[src/rtl/pcm_ctrl_pkg.sv]
// Shared types and defaults for the PCM FIFO write-side controller.
package pcm_ctrl_pkg;

  typedef enum logic [1:0] {
    ST_IDLE = 2'd0,
    ST_REQ  = 2'd1,
    ST_XFER = 2'd2
  } burst_state_e;

  localparam int unsigned BURST_LEN_DEF = 64;
  localparam int unsigned CNT_W_DEF     = 8;

endpackage

[src/rtl/pcm_wr_hold.sv]
// One-entry CPU hold register: absorbs unstallable CPU writes, drops them
// (sticky overflow) when the entry is blocked by a full FIFO.
module pcm_wr_hold
  import pcm_ctrl_pkg::*;
(
  input  logic       clk,
  input  logic       rst_n,
  input  logic [7:0] i_cpu_wrdata,
  input  logic       i_cpu_write,
  input  logic       i_clear,
  input  logic       i_fifo_full,
  input  logic       i_fifo_reset,
  output logic       o_hold_valid,
  output logic [7:0] o_hold_data,
  output logic       o_drain,
  output logic       o_overflow
);

  logic       r_valid;
  logic [7:0] r_data;
  logic       r_overflow;
  logic       w_drain;

  assign w_drain = r_valid && !i_fifo_full && !i_fifo_reset;

  // Hold entry and sticky overflow; a clear request beats a same-cycle CPU write.
  always_ff @(posedge clk or negedge rst_n) begin
    if (!rst_n) begin
      r_valid    <= 1'b0;
      r_data     <= 8'h00;
      r_overflow <= 1'b0;
    end else if (i_clear) begin
      r_valid    <= 1'b0;
      r_overflow <= 1'b0;
    end else if (i_cpu_write) begin
      if (r_valid && !w_drain) begin
        r_overflow <= 1'b1;
      end else begin
        r_valid <= 1'b1;
        r_data  <= i_cpu_wrdata;
      end
    end else if (w_drain) begin
      r_valid <= 1'b0;
    end
  end

  assign o_hold_valid = r_valid;
  assign o_hold_data  = r_data;
  assign o_drain      = w_drain;
  assign o_overflow   = r_overflow;

endmodule

[src/rtl/pcm_fifo_arbiter.sv]
// Sole write-side controller of the PCM FIFO: arbitrates CPU hold vs refill
// stream, runs the refill burst FSM, sequences FIFO resets, raises AFLOW irq.
module pcm_fifo_arbiter
  import pcm_ctrl_pkg::*;
#(
  parameter int unsigned BURST_LEN = BURST_LEN_DEF,
  parameter int unsigned CNT_W     = CNT_W_DEF
) (
  input  logic       clk,
  input  logic       rst_n,
  input  logic [7:0] cpu_wrdata,
  input  logic       cpu_write,
  input  logic       fifo_reset_req,
  input  logic       dma_en,
  input  logic       irq_en,
  output logic       dma_req,
  input  logic       dma_ack,
  input  logic [7:0] dma_data,
  input  logic       dma_valid,
  output logic       dma_ready,
  output logic       dma_abort,
  output logic [7:0] fifo_wrdata,
  output logic       fifo_write,
  output logic       fifo_reset,
  input  logic       fifo_full,
  input  logic       fifo_almost_empty,
  input  logic       fifo_empty,
  output logic       overflow,
  output logic       irq_aflow,
  output logic       busy
);

  localparam logic [CNT_W-1:0] CNT_LOAD = CNT_W'(BURST_LEN);
  localparam logic [CNT_W-1:0] CNT_ONE  = CNT_W'(1);
  localparam logic [CNT_W-1:0] CNT_ZERO = CNT_W'(0);

  burst_state_e     r_state, w_state_nxt;
  logic [CNT_W-1:0] r_cnt, w_cnt_nxt;
  logic             r_abort, w_abort_nxt;
  logic             r_fifo_reset;

  logic             w_hold_valid;
  logic [7:0]       w_hold_data;
  logic             w_hold_drain;
  logic             w_overflow;
  logic             w_dma_ready;
  logic             w_stream_xfer;
  logic             w_fifo_empty_unused;

  assign w_fifo_empty_unused = fifo_empty;

  pcm_wr_hold u_hold (
    .clk          (clk),
    .rst_n        (rst_n),
    .i_cpu_wrdata (cpu_wrdata),
    .i_cpu_write  (cpu_write),
    .i_clear      (fifo_reset_req),
    .i_fifo_full  (fifo_full),
    .i_fifo_reset (r_fifo_reset),
    .o_hold_valid (w_hold_valid),
    .o_hold_data  (w_hold_data),
    .o_drain      (w_hold_drain),
    .o_overflow   (w_overflow)
  );

  // The hold register always wins the write port, so the stream only moves when it is empty.
  assign w_dma_ready   = (r_state == ST_XFER) && !fifo_full && !w_hold_valid && !r_fifo_reset;
  assign w_stream_xfer = dma_valid && w_dma_ready;

  // Write-port grant mux.
  always_comb begin
    fifo_wrdata = 8'h00;
    if (w_hold_drain) begin
      fifo_wrdata = w_hold_data;
    end else if (w_stream_xfer) begin
      fifo_wrdata = dma_data;
    end else begin
      fifo_wrdata = 8'h00;
    end
  end

  assign fifo_write = (w_hold_drain || w_stream_xfer) && !r_fifo_reset;

  // Burst FSM next state; a reset request overrides everything and aborts a live burst.
  always_comb begin
    w_state_nxt = r_state;
    w_cnt_nxt   = r_cnt;
    w_abort_nxt = 1'b0;
    case (r_state)
      ST_IDLE: begin
        if (dma_en && fifo_almost_empty && !r_fifo_reset) begin
          w_state_nxt = ST_REQ;
        end else begin
          w_state_nxt = ST_IDLE;
        end
      end
      ST_REQ: begin
        if (!dma_en) begin
          w_state_nxt = ST_IDLE;
        end else if (dma_ack) begin
          w_state_nxt = ST_XFER;
          w_cnt_nxt   = CNT_LOAD;
        end else begin
          w_state_nxt = ST_REQ;
        end
      end
      ST_XFER: begin
        if (w_stream_xfer) begin
          w_cnt_nxt = r_cnt - CNT_ONE;
        end else begin
          w_cnt_nxt = r_cnt;
        end
        if (!dma_en) begin
          w_state_nxt = ST_IDLE;
          w_abort_nxt = (w_cnt_nxt != CNT_ZERO);
          w_cnt_nxt   = CNT_ZERO;
        end else if (w_stream_xfer && (r_cnt == CNT_ONE)) begin
          w_state_nxt = ST_IDLE;
        end else begin
          w_state_nxt = ST_XFER;
        end
      end
      default: begin
        w_state_nxt = ST_IDLE;
        w_cnt_nxt   = CNT_ZERO;
      end
    endcase
    if (fifo_reset_req) begin
      w_abort_nxt = (r_state == ST_XFER) && (w_cnt_nxt != CNT_ZERO);
      w_state_nxt = ST_IDLE;
      w_cnt_nxt   = CNT_ZERO;
    end else begin
      w_abort_nxt = w_abort_nxt;
    end
  end

  // Burst state, counter, abort pulse and FIFO reset pulse registers.
  always_ff @(posedge clk or negedge rst_n) begin
    if (!rst_n) begin
      r_state      <= ST_IDLE;
      r_cnt        <= CNT_ZERO;
      r_abort      <= 1'b0;
      r_fifo_reset <= 1'b0;
    end else begin
      r_state      <= w_state_nxt;
      r_cnt        <= w_cnt_nxt;
      r_abort      <= w_abort_nxt;
      r_fifo_reset <= fifo_reset_req;
    end
  end

  assign dma_req    = (r_state == ST_REQ);
  assign dma_ready  = w_dma_ready;
  assign dma_abort  = r_abort;
  assign fifo_reset = r_fifo_reset;
  assign overflow   = w_overflow;
  assign irq_aflow  = irq_en && fifo_almost_empty && !r_fifo_reset;
  assign busy       = (r_state != ST_IDLE);

endmodule

[config.mk]
export PLATFORM = sky130hd
export DESIGN_NAME = pcm_fifo_arbiter
export DESIGN_NICKNAME = d
export VERILOG_FILES = /design/src/rtl/pcm_ctrl_pkg.sv /design/src/rtl/pcm_wr_hold.sv /design/src/rtl/pcm_fifo_arbiter.sv
export SDC_FILE = /design/constraint.sdc
export NUM_CORES = 1
export LEC_CHECK = 0
export CORE_MARGIN = 2
export CORE_UTILIZATION = 48
export CTS_BUF_LIST = sky130_fd_sc_hd__clkbuf_8
export DETAILED_ROUTE_END_ITERATION = 8
export GPL_TIMING_DRIVEN = 0
export PLACE_DENSITY_LB_ADDON = 0.2
export SYNTH_ARGS = -nofsm -noshare
export SYNTH_HDL_FRONTEND = slang
export SYNTH_SLANG_ARGS = --single-unit
[constraint.sdc]
create_clock -name clk -period 2.3 [get_ports clk]
set_input_delay 0.23 -clock clk [delete_from_list [all_inputs] [get_ports clk]]
set_output_delay 0.23 -clock clk [all_outputs]
set_load 0.03 [all_outputs]
# == Word-level counts from Yosys, hierarchy flattened ==
# Cells that the tools add are included.
# op_classes
reduce_logical,29
n_addsub,1
n_eq_ne,4
bitwise_logic,2
mux,26
# ops
op,count
2-to-1 mux 8 bit,8
one-hot mux 8 bit (3 select lines),1
nonzero test 8 bit,2
logical AND 1 bit,14
2-to-1 mux 1 bit,11
2-to-1 mux 2 bit,5
equality test 8 x 1 -> 1 bit (second input constant),1
subtractor 8 x 1 -> 8 bit (second input constant),1
one-hot mux 2 bit (3 select lines),1
nonzero test 2 bit,3
logical NOT 1 bit,4
AND reduction 2 bit,2
inequality test 3 bit (second input constant),1
AND reduction 3 bit,1
nonzero test 3 bit,1
equality test 2 x 1 -> 1 bit (second input constant),1
equality test 2 bit (second input constant),1
logical NOT 2 bit,1
NOT 1 bit,2
logical OR 1 bit,1
# totals
reg_bits,22
wordCells,69
input_bits,27
output_inout_bits,16

# == Longest topological paths before layout ==
# Gate-level depths: netlist of run 1.
# depth
word_depth,12
depth_mapped,8
ltp_nobuf,8

# == Cells and area by module ==
# Synthesis of run 1 repeated with hierarchy kept, for this count alone.
# unflattened
cells_unflattened,175
area_unflattened_um2,1508.9
# by_module_without_submodules
module,cells_per_inst,area_each_um2,seq_area_each_um2,n_inst
pcm_fifo_arbiter,149,1087.3,300.3,1
pcm_wr_hold,26,421.7,250.2,1

# == Least setup slack after synthesis of run 1 ==
# Ideal clock, no wire load.
# synth_timing
kind,reg-to-reg
startpoint,register r_cnt[0]
endpoint,"register r_abort, in the netlist dma_abort"
stages_incl_launch_ff,9
arrival_time_ns,1.810
synth_period_minus_slack_ns,1.946
required_time_ns,2.164
path_slack_ns,0.354
setup_ns,0.136
n_path_buf,0
path_cell_list,dfrtp_1 -> inv_1 -> ha_1 -> nor4b_1 -> o211ai_1 -> a211oi_1 -> o21ai_0 -> o31ai_1 -> a31oi_1
# synth_between
elab_chain_len,8
word_cells_on_any_way,13
cone_classes,add/sub (1); mux (9); reduce/logical (3)
# synth_lines
item,line_no,source
start: declaration,pcm_fifo_arbiter.sv:38,"logic [CNT_W-1:0] r_cnt, w_cnt_nxt;"
start signal: assignment,pcm_fifo_arbiter.sv:146,r_cnt <= w_cnt_nxt;
subtractor 8 x 1 -> 8 bit,pcm_fifo_arbiter.sv:109,w_cnt_nxt = r_cnt - CNT_ONE;
2-to-1 mux 8 bit,pcm_fifo_arbiter.sv:108,if (w_stream_xfer) begin
2-to-1 mux 8 bit,pcm_fifo_arbiter.sv:89,case (r_state)
2-to-1 mux 8 bit,pcm_fifo_arbiter.sv:113,if (!dma_en) begin
one-hot mux 8 bit (3 select lines),pcm_fifo_arbiter.sv:89,
nonzero test 8 bit,pcm_fifo_arbiter.sv:129,w_abort_nxt = (r_state == ST_XFER) && (w_cnt_nxt != CNT_ZERO);
logical AND 1 bit,pcm_fifo_arbiter.sv:129,
2-to-1 mux 1 bit *,pcm_fifo_arbiter.sv:128,if (fifo_reset_req) begin
named net w_abort_nxt,pcm_fifo_arbiter.sv:39,"logic r_abort, w_abort_nxt;"
end signal: assignment,pcm_fifo_arbiter.sv:147,r_abort <= w_abort_nxt;
end: declaration,pcm_fifo_arbiter.sv:39,
# Mark *: on every way through the listed nets, which the timed path passes. The rest lies on a longest branch. The select of a mux whose other input is x is not followed.
# A chain may end at the register's enable or synchronous reset.

# == Worst setup path after layout of run 1 ==
# layout_timing
startpoint,register r_state[0]
endpoint,output port fifo_wrdata[0]
# layout_between
elab_chain_len,7
# layout_lines
item,line_no,source
start: declaration,pcm_fifo_arbiter.sv:37,"burst_state_e r_state, w_state_nxt;"
start signal: assignment,pcm_fifo_arbiter.sv:145,r_state <= w_state_nxt;
equality test 2 bit,pcm_fifo_arbiter.sv:67,assign w_dma_ready = (r_state == ST_XFER) && !fifo_full && !w_hold_valid && !r_fifo_reset;
logical AND 1 bit (3 in a row),pcm_fifo_arbiter.sv:67,
logical AND 1 bit,pcm_fifo_arbiter.sv:68,assign w_stream_xfer = dma_valid && w_dma_ready;
2-to-1 mux 8 bit,pcm_fifo_arbiter.sv:75,end else if (w_stream_xfer) begin
2-to-1 mux 8 bit,pcm_fifo_arbiter.sv:73,if (w_hold_drain) begin
end: declaration,pcm_fifo_arbiter.sv:22,"output logic [7:0] fifo_wrdata,"
# No other way between the ends.

==> summary.txt, run 1 <==
STA
  – Worst Tran Pin Value: slightly above 1000 ps
  – Fin. max-slew vios: 0
  – Fmax: 455 MHz
  – Final Hold Slack: approximately 500 ps
  – Final hold violation count: 0
  – Clk_skew: between 3 and 4 ps
  – Final Critical Period: 2200 ps
  – Setup TNS: 0 ps
  – Fin crit share: 0.956
  – Rel. slew slack: 0.322
  – Final setup fails: 0

Drt
  – Drt first pass iters: 4
  – Vias per inst: 6.01
  – Remaining DRCs: 0
  – Iter 0 DRT Violations: 47
  – DR WL/cell: about 16 um
  – Post-Route WL: 3650 um
  – Routed vias: 1,352
  – DRT antenna net count: 0

Yosys
  – Post-synth top flop: dfrtp_1
  – Post-Synth XOR/XNOR Area: 0.0123
  – Synth warnings: 0
  – Ys async rst share: 1.00
  – Simple-Gate Fraction of Synth Area: 0.271
  – Syn_nets: 177
  – Largest family of logic cells by synthesized area: simple AND/OR/NAND/NOR gates
  – Synth Register Bits: 22
  – Seq/Total Area, Yosys: 0.386
  – Netlist Area Pre-Place: 1430 sq um
  – Synth cell types: 43
  – Post-Synth Adder-Cell Area: 0.0176
  – Compound-gate portion of the synthesized area: 0.196
  – Post-synth EDFFs: 0
  – Mux contribution to synthesized area: 0.0702
  – Synth Instances: 148
  – Mapped Avg Cell Area: 9.63 sq um

Power
  – VDD IR max: 448 uV
  – Leakage: 0.000819 uW
  – Cell Pwr Density: 428 nW/um^2

Global routing
  – First-pass GRT wire length: between 6000 and 7000 um
  – GRT Total Usage: 0.235
  – Vias in the first global route: 1,392
  – Largest net degree at the start of global routing: 23
  – Global-route met1 utilization: 0.299
  – Grt met3 use: 0.0549
  – GR Util met2: 0.393
  – GR peak layer: met2
  – Gr ovfl total: 0
  – Initial antenna violation count: 0

Die
  – Starting density of the core: 0.512
  – I/O pins: 43
  – Core area: 2780 sq um
  – Die ar.: 3420 sq um
  – Chip height: 58.5 um
  – Die Wd: slightly below 60 um
  – Row count: 19

Setup path
  – Critical Path AT: 1970 ps
  – CP Capture Type: primary output
  – Crit path launch type: flip-flop
  – Max stage delay on crit path: 380 ps
  – Reg2Reg Setup Slack: 160 ps
  – Slowest cell on the critical path: dfrtp_1
  – CP required: 2070 ps
  – Top cell by count, worst path: buf_6
  – Setup CP Type: reg2out
  – Critical path fanouts, max: 10
  – CP cell instances: buf_6 > nor4b_4 > and2_4 > buf_6 > a22o_1 > clkdlybuf4s18_2

CTS
  – CTS tree: done
  – CTS sink count: 22
  – Clk buf depth: 2
  – Latest clock arrival within the worst-skew pair: 260 ps
  – Clock slew at reported path FFs: ~80 ps
  – Root Driver: clkbuf_8
  – Total CTS buffers: 3
  – Depth of the CTS H-tree: 1

Place
  – Number of port buffers: about 40
  – Final HPWL DP: between 2000 and 3000 um
  – Routability cong.: 0.966

Run status
  – Outcome: completed

Finish
  – Antenna Cells: 0
  – Area grow syn2layout: 37.0%
  – Ratio of cells with drive above 1 in the final layout: 0.211
  – Post-layout nets: 225

Run
  – Max-Cap Viols: 0

Min path
  – HP Class: reg2reg
==> critical path, delay by kind of cell, from the launching register on <==
family / cells / cell delay (ps)
compound gates: 1 / 150
buf+inv: 3 / 570
simple gates: 2 / 590
flops: 1 / 380
==> worst paths after layout <==
kind,startpoint,end,cells after the start
max,r_state[0],fifo_wrdata[0],6
max reg2reg,r_cnt[1],dma_abort,8
max in group asynchronous,rst_n,fifo_reset,1
min in group asynchronous,rst_n,u_hold.o_hold_data[4],1
min reg2reg,u_hold.o_hold_data[1],u_hold.o_hold_data[1],1
min,u_hold.o_hold_data[1],u_hold.o_hold_data[1],1
==> layout by cell type, fill, tap and decap left out, drive strengths merged, types with 7 or more instances in the layout <==
cell type / instances
a22o: 8
o21ai: 7
a31oi: 7
nor2: 14
mux2: 8
clkdlybuf4s50: 30
dfrtp: 22
buf: 9
nor2b: 7
a21oi: 7
==> cell families after synthesis <==
logic type / after synthesis
DFF: 22
AOI/OAI and AO/OA: 40
xor gates and xnor gates: 2
muxes: 9
adders and majority gates: 2
and+or+nand+nor: 60
buffers and inverters: 13
==> cell usage after synthesis, drive strengths merged (2+ instances only) <==
cell / count / area [sq um]
dfrtp: 22 / 551
nor2: 14 / 52.6
a22o: 8 / 70.1
mux2: 8 / 90.1
a21oi: 7 / 35.0
a31oi: 7 / 43.8
nor2b: 7 / 43.8
o21ai: 7 / 35.0
nor3: 6 / 35.0
inv: 5 / 18.8
nand2: 5 / 18.8
buf: 4 / 32.5
clkbuf: 4 / 15.0
nand3: 4 / 20.0
and3b: 3 / 26.3
nand2b: 3 / 18.8
nor3b: 3 / 27.5
nor4b: 3 / 56.3
or2: 3 / 18.8
a211oi: 2 / 20.0
a21o: 2 / 15.0
a311oi: 2 / 17.5
and2: 2 / 15.0
ha: 2 / 25.0
nor4: 2 / 12.5
xnor2: 2 / 17.5
==> where the power goes <==
part	internal, uW	switching, uW	total (uW)
logic	89.1	71.2	160
registers	417	19.1	436
clock network	117	122	239
total	623	212	835
==> metal layers <==
| layer | part of all wire | up-vias |
|---|---|---|
| met5 | 0 | - |
| met3 | 0.066 | 5 |
| met2 | 0.51 | 54 |
| li1 | - | 644 |
| met1 | 0.42 | 649 |
| met4 | 0.012 | 0 |
==> per-stage QoR <==
| stage | worst slack (ps) | cells | util | area, sq um | total power [uW] |
|---|---|---|---|---|---|
| 5_1_grt | -53.6 | 225 | 0.702 | 1950 | 877 |
| 4_1_cts | 3.89 | 223 | 0.695 | 1930 | 842 |
| 6_report | 101 | 225 | 0.702 | 1950 | 835 |
| 2_1_floorplan | 354 | 148 | - | 1430 | 516 |
| 3_3_place_gp | -259 | 220 | 0.674 | 1870 | 598 |
| 3_5_place_dp | -314 | 220 | 0.674 | 1870 | 605 |
==> timing repair <==
action | in CTS | in global routing
pin swaps | 2 | 3
setup buffers | 0 | 3
setup endpoints to repair | 11 | 10
resized for setup | 29 | 10
hold buffers | 0 | 0
==> layout make-up <==
class,instances,area (sq um)
flip-flops and latches,22,552
repair buffers,44,432
multi-input cells,113,826
plain buffers,7,43.8
well taps,31,38.8
fillers,196,830
clock buffers,3,41.3
inverters,5,18.8
==> sequential cells by signal (all words and copies together) (netlist names) <==
register / flops
dma_abort: 1
fifo_reset: 1
r_cnt: 8
r_state: 2
u_hold.o_hold_data: 8
u_hold.o_hold_valid: 1
u_hold.o_overflow: 1
(Power assumes the default switching activity.)
==> run 2, diff against run 1 <==
--- a/config.mk
+++ b/config.mk
@@ -9,7 +9,6 @@
 export CORE_UTILIZATION = 48
 export CTS_BUF_LIST = sky130_fd_sc_hd__clkbuf_8
 export DETAILED_ROUTE_END_ITERATION = 8
-export GPL_TIMING_DRIVEN = 0
 export PLACE_DENSITY_LB_ADDON = 0.2
 export SYNTH_ARGS = -nofsm -noshare
 export SYNTH_HDL_FRONTEND = slang
==> run 2 against run 1 <==
  * Combinational power about the same
  * Sequential share of layout area increased by 0.063 points
  * Hold slack worse by 200 ps
  * Setup slack gained 11 ps
  * Wire length is 3.0% lower
  * Via count is 1.1% higher
  * Maximum frequency up 0.49%
  * Critical path depth down 3
  * Clock skew down 1.6 ps
  * Count of clock-buffer cells in the layout unchanged
  * Clock power rose by 46%
  * Highest routed layer unchanged
==> summary.txt, run 2 (synthesis gave the netlist of run 1 again) <==
Run status
  – Outcome: completed

Global routing
  – Initial antenna violation count: 0 (unchanged)
  – Largest net degree at the start of global routing: 23 (unchanged)
  – GRT Total Usage: 0.233 (-0.00211)
  – GR Util met2: 0.385 (-0.00803)
  – Global-route met1 utilization: 0.303 (+0.00367)
  – Grt met3 use: 0.0132 (-0.0418)
  – Vias in the first global route: 1,398 (+0.43%)
  – Gr ovfl total: 0 (unchanged)
  – GR peak layer: met2
  – First-pass GRT wire length: 6190 um (+1.5%)

Drt
  – DRT antenna net count: 0 (unchanged)
  – Drt first pass iters: 4 (unchanged)
  – Vias per inst: 6.08 (+1.1%)
  – Iter 0 DRT Violations: 85 (+81%)
  – DR WL/cell: 15.7 um (-3.0%)
  – Remaining DRCs: 0 (unchanged)
  – Post-Route WL: 3540 um (-3.0%)
  – Routed vias: 1,367 (+1.1%)

Setup path
  – RR Startpoint: r_cnt[1]
  – Worst flop-to-flop path endpoint: dma_abort
  – CP required: 2070 ps (about the same)
  – Worst reg2reg path depth: 9 (+1)
  – Setup CP Type: reg2out
  – Crit path launch type: flip-flop
  – CP Capture Type: primary output
  – Critical path fanouts, max: 12 (+2)
  – Reg2Reg Setup Slack: 170 ps (about the same)
  – Critical Path AT: 1960 ps (about the same)

STA
  – Fmax: 457 MHz (+0.49%)
  – Fin. max-slew vios: 0 (unchanged)
  – Setup TNS: 0 ps (unchanged)
  – Final hold violation count: 0 (unchanged)
  – Final setup fails: 0 (unchanged)
  – Final Critical Period: 2190 ps (-10.7 ps)
  – Fin crit share: 0.951 (-0.00467)
  – Final Hold Slack: 312 ps (-200 ps)
  – Clk_skew: 2.18 ps (-1.65 ps)
  – Rel. slew slack: 0.592 (+0.270)
  – Worst Tran Pin Value: 608 ps (-405 ps)
  – RSZ-0062 raised after global routing: no

Die
  – Chip height: 58.5 um (unchanged)
  – Die Wd: 58.5 um (unchanged)
  – Row count: 19 (unchanged)
  – Core area: 2780 sq um (unchanged)
  – I/O pins: 43 (unchanged)
  – Starting density of the core: 0.512 (unchanged)
  – Die ar.: 3420 sq um (unchanged)

CTS
  – Clock slew at reported path FFs: 70 ps (about the same)
  – CTS sink count: 22 (unchanged)
  – CTS tree: done
  – Post-CTS setup buffers: 0 (unchanged)
  – Clk buf depth: 2 (unchanged)
  – Total CTS buffers: 3 (unchanged)
  – Depth of the CTS H-tree: 1 (unchanged)
  – Root Driver: clkbuf_8
  – Latest clock arrival within the worst-skew pair: 250 ps (about the same)
  – # hold bufs at CTS: 0 (unchanged)
  – Post-CTS Resized: 0 (-100%)

Finish
  – Most frequent cells in the layout: clkdlybuf4s50_1, dfrtp_1, buf_4, nor2_1
  – Commonest non-fill, non-tap cell in the layout: clkdlybuf4s50_1
  – Post-layout nets: 224 (-0.44%)
  – Fill cells: 208 (+6.1%)
  – Ratio of cells with drive above 1 in the final layout: 0.206 (-0.00515)
  – Final Cell Area: 1940 sq um (-0.45%)
  – Final Util: 0.699 (-0.00315)
  – Area grow syn2layout: 36.3%
  – Non-Filler Instances: 225 (unchanged)
  – Antenna Cells: 0 (unchanged)

Place
  – Final HPWL DP: 2680 um (-3.6%)
  – Post-Place Cells: 221 (+0.45%)
  – Routability cong.: 0.871 (-9.8%)
  – Number of port buffers: 41 (unchanged)
  – Placement-stage cell area: 1870 sq um (-0.13%)

Power
  – VDD IR max: 498 uV (+11%)
  – Leakage: 0.000819 uW (about the same)
  – Cell Pwr Density: 487 nW/um^2 (+14%)

Run
  – Max-Cap Viols: 0 (unchanged)

Min path
  – HP Class: in2async
## run 2: cell count changes in the layout (fill, tap and decap cells not counted), sizes merged
cell,before,now
clkdlybuf4s18,1,0
dlymetal6s2s,1,0
buf,9,18
dlygate4sd2,1,0
clkdlybuf4s15,6,0
clkdlybuf4s50,30,32
bufinv,0,1
clkbuf,6,3
## run 2: worst max-delay path by stage
stage	from	endpoint	cells past startpoint
6_report	r_state[1]	dma_ready	3
5_1_grt	r_state[1]	dma_ready	3
4_1_cts	r_state[1]	dma_ready	3
3_5_place_dp	fifo_full	dma_abort	8
3_3_place_gp	fifo_full	dma_abort	8
2_1_floorplan	r_cnt[0]	dma_abort	8
## run 2: per-stage QoR
step                      power, uW  setup slack [ps]
after detailed placement        604              97.9
after CTS                       957               121
after floorplan                 516               354
after global placement          597               131
final                           945               112
after global routing            986              2.38
## run 2: per-layer routing
metal  part of all wire  routed length [um]  vias to the layer above
met1               0.39                1400                      635
li1                   -                   -                      639
met3              0.076                 269                       13
met4              0.031                 110                        0
met5                  0                   0                        -
met2               0.50                1760                       80
## run 2: final cells by class
type | count | area (sq um) | share of cell area
Sequential cell | 22 | 551 | 0.283
Clock inverter | 1 | 30.0 | 0.0155
Multi-Input combinational cell | 113 | 808 | 0.416
Clock buffer | 3 | 41.3 | 0.0212
Inverter | 5 | 18.8 | 0.00966
Timing Repair Buffer | 50 | 455 | 0.234
Tap cell | 31 | 38.8 | 0.0200
## run 2: power by group
group | switching, uW | internal (uW)
registers | 22.0 | 416
clock network | 116 | 232
logic | 67.8 | 91.1
## run 2: critical path: stages (launching register included)
cell             delay, ps
dfrtp_1                560
nor4b_4                300
nor2b_1                170
clkdlybuf4s50_1        680
==> run 3, diff against run 2 <==
--- a/config.mk
+++ b/config.mk
@@ -5,6 +5,7 @@
 export SDC_FILE = /design/constraint.sdc
 export NUM_CORES = 1
 export LEC_CHECK = 0
+export CORE_ASPECT_RATIO = 0.7
 export CORE_MARGIN = 2
 export CORE_UTILIZATION = 48
 export CTS_BUF_LIST = sky130_fd_sc_hd__clkbuf_8
==> run 3 against run 2 <==
  * Via count down 0.37%
  * Maximum frequency up 2.6%
  * Sequential share of layout area decreased by 0.40 points
  * Hold slack improved by 1.5 ps
  * Wire length increased by 2.3%
  * Highest routed layer unchanged
  * Critical path type unchanged
  * Final cell count rose by 3.6%
==> summary.txt, run 3 (synthesis gave the netlist of run 1 again) <==
CTS
  – Post-CTS setup buffers: 0 (unchanged)
  – Total CTS buffers: 3 (unchanged)
  – # hold bufs at CTS: 0 (unchanged)
  – Clock slew at reported path FFs: 80 ps (about the same)
  – CTS sink count: 22 (unchanged)
  – CTS tree: done
  – Clk buf depth: 2 (unchanged)
  – Latest clock arrival within the worst-skew pair: 260 ps (about the same)
  – Root Driver: clkbuf_8
  – Depth of the CTS H-tree: 1 (unchanged)
  – Post-CTS Resized: 0 (unchanged)

Drt
  – Iter 0 DRT Violations: 220 (+160%)
  – Post-Route WL: 3620 um (+2.3%)
  – DR WL/cell: 15.5 um (-1.2%)
  – Drt first pass iters: 4 (unchanged)
  – Vias per inst: 5.85 (-3.8%)
  – Routed vias: 1,362 (-0.37%)
  – DRT antenna net count: 0 (unchanged)
  – Remaining DRCs: 0 (unchanged)

STA
  – Fmax: 469 MHz (+2.6%)
  – Final Critical Period: 2130 ps (-54.9 ps)
  – Fin crit share: 0.927 (-0.0239)
  – Fin. max-slew vios: 0 (unchanged)
  – Clk_skew: 6.43 ps (+4.25 ps)
  – RSZ-0062 raised after global routing: no
  – Final setup fails: 0 (unchanged)
  – Rel. slew slack: 0.574 (-0.0183)
  – Final hold violation count: 0 (unchanged)
  – Worst Tran Pin Value: 636 ps (+27.3 ps)
  – Setup TNS: 0 ps (unchanged)

Global routing
  – GRT Total Usage: 0.217 (-0.0159)
  – First-pass GRT wire length: 5950 um (-3.8%)
  – Initial antenna violation count: 0 (unchanged)
  – Gr ovfl total: 0 (unchanged)
  – Largest net degree at the start of global routing: 23 (unchanged)
  – Vias in the first global route: 1,293 (-7.5%)

Setup path
  – RR Startpoint: r_cnt[1]
  – Reg2Reg Setup Slack: 200 ps (+30 ps)
  – Setup CP Type: reg2out
  – Critical path fanouts, max: 10 (-2)
  – CP cell instances: nor4b_4 > nor2b_1 > clkdlybuf4s50_1
  – Worst flop-to-flop path endpoint: dma_abort
  – CP Capture Type: primary output
  – Max stage delay on crit path: 680 ps (about the same)
  – Slowest cell on the critical path: clkdlybuf4s50_1
  – Crit path launch type: flip-flop
  – Critical Path AT: 1900 ps (-60 ps)
  – Worst reg2reg path depth: 9 (unchanged)
  – CP required: 2070 ps (about the same)

Die
  – Die Wd: 69.1 um (+18%)
  – I/O pins: 43 (unchanged)
  – Chip height: 49.6 um (-15%)
  – Row count: 16 (-3)
  – Starting density of the core: 0.508 (-0.00389)
  – Core area: 2800 sq um (+0.76%)
  – Die ar.: 3430 sq um (+0.20%)

Finish
  – Post-layout nets: 227 (+1.3%)
  – Non-Filler Instances: 233 (+3.6%)
  – Commonest non-fill, non-tap cell in the layout: clkdlybuf4s50_1
  – Final Cell Area: 1970 sq um (+1.4%)
  – Footprint of the multi-input gates: 823 sq um (+1.9%)
  – Fill cells: 216 (+3.8%)
  – Antenna Cells: 0 (unchanged)
  – Area taken by flip-flops and latches: 551 sq um (unchanged)
  – Most frequent cells in the layout: clkdlybuf4s50_1, dfrtp_1, buf_4, nor2_1
  – Ratio of cells with drive above 1 in the final layout: 0.234 (+0.0273)
  – Area grow syn2layout: 38.3%

Power
  – P_int: 660 uW (-11%)
  – Sw Share: 0.245 (+0.0271)
  – Logic pwr share: 0.182 (+0.014)
  – Net Switching: 214 uW (+3.9%)
  – VDD IR max: 387 uV (-22%)
  – Cell Pwr Density: 443 nW/um^2 (-8.9%)
  – Leakage: 0.000830 uW (+1.3%)
  – Seq pwr share: 0.500 (+0.036)
  – Clock power frac: 0.318 (-0.050)

Place
  – Routability cong.: 1.01 (+16%)
  – Number of port buffers: 41 (unchanged)
  – Final HPWL DP: 2740 um (+2.6%)
  – Placement-stage cell area: 1900 sq um (+1.5%)
  – Post-Place Cells: 229 (+3.6%)

Run status
  – Outcome: completed

Min path
  – HP Class: in2async

Run
  – Max-Cap Viols: 0 (unchanged)
-- run 3: cell count changes in the layout (fill, tap and decap cells not counted) --
cell,before,now
clkbuf_8,3,4
bufinv_16,1,0
a211oi_2,1,2
a211oi_1,1,0
nor4b_1,1,0
buf_4,18,21
a21oi_1,7,6
nor4b_2,0,1
a21oi_2,0,1
-- run 3: area by class of cell --
type                    count  share of cell area
clock buffers               4              0.0279
inverters                   5             0.00952
flip-flops and latches     22               0.279
repair buffers             53               0.243
multi-input cells         113               0.418
well taps                  36              0.0229
-- run 3: worst max-delay path, delay by kind of cell (launching register included) --
kind                   cells  cell delay, ps
buffers and inverters      1             680
flip-flops                 1             500
AND/OR/NAND/NOR            2             460
-- run 3: metal layers --
layer  global-route usage  wire length [um]  up-vias
met1                0.322              1670      629
met2                0.321              1530       75
met3               0.0695               391        8
met5                    0                 0        -
met4               0.0196                22        0
li1                     -                 -      650
-- run 3: power groups by stage --
| stage | Clock, uW | Combinational (uW) | Sequential (uW) |
|---|---|---|---|
| 2_1_floorplan | 0 | 74.5 | 442 |
| 3_3_place_gp | 0 | 156 | 442 |
| 3_5_place_dp | 0 | 159 | 445 |
| 4_1_cts | 289 | 160 | 437 |
| 5_1_grt | 299 | 173 | 440 |
| 6_report | 278 | 159 | 437 |
-- run 3: how the worst max path moves through the flow --
| stage | from | to | slack [ps] |
|---|---|---|---|
| final | r_state[0] | dma_ready | 170 |
| after global routing | r_cnt[1] | dma_abort | 20 |
| after CTS | r_state[0] | dma_ready | 140 |
| after detailed placement | fifo_full | dma_abort | 160 |
| after global placement | fifo_full | dma_abort | 130 |
| after floorplan | r_cnt[0] | dma_abort | 350 |
-- run 3: stage by stage --
step	hold slack (ps)	utilization	total power, uW	setup WS (ps)
after floorplan	-65.6	-	516	354
after global placement	480	0.678	598	129
after detailed placement	493	0.678	604	156
after CTS	319	0.698	886	137
after global routing	345	0.703	912	23.3
final	313	0.703	874	167
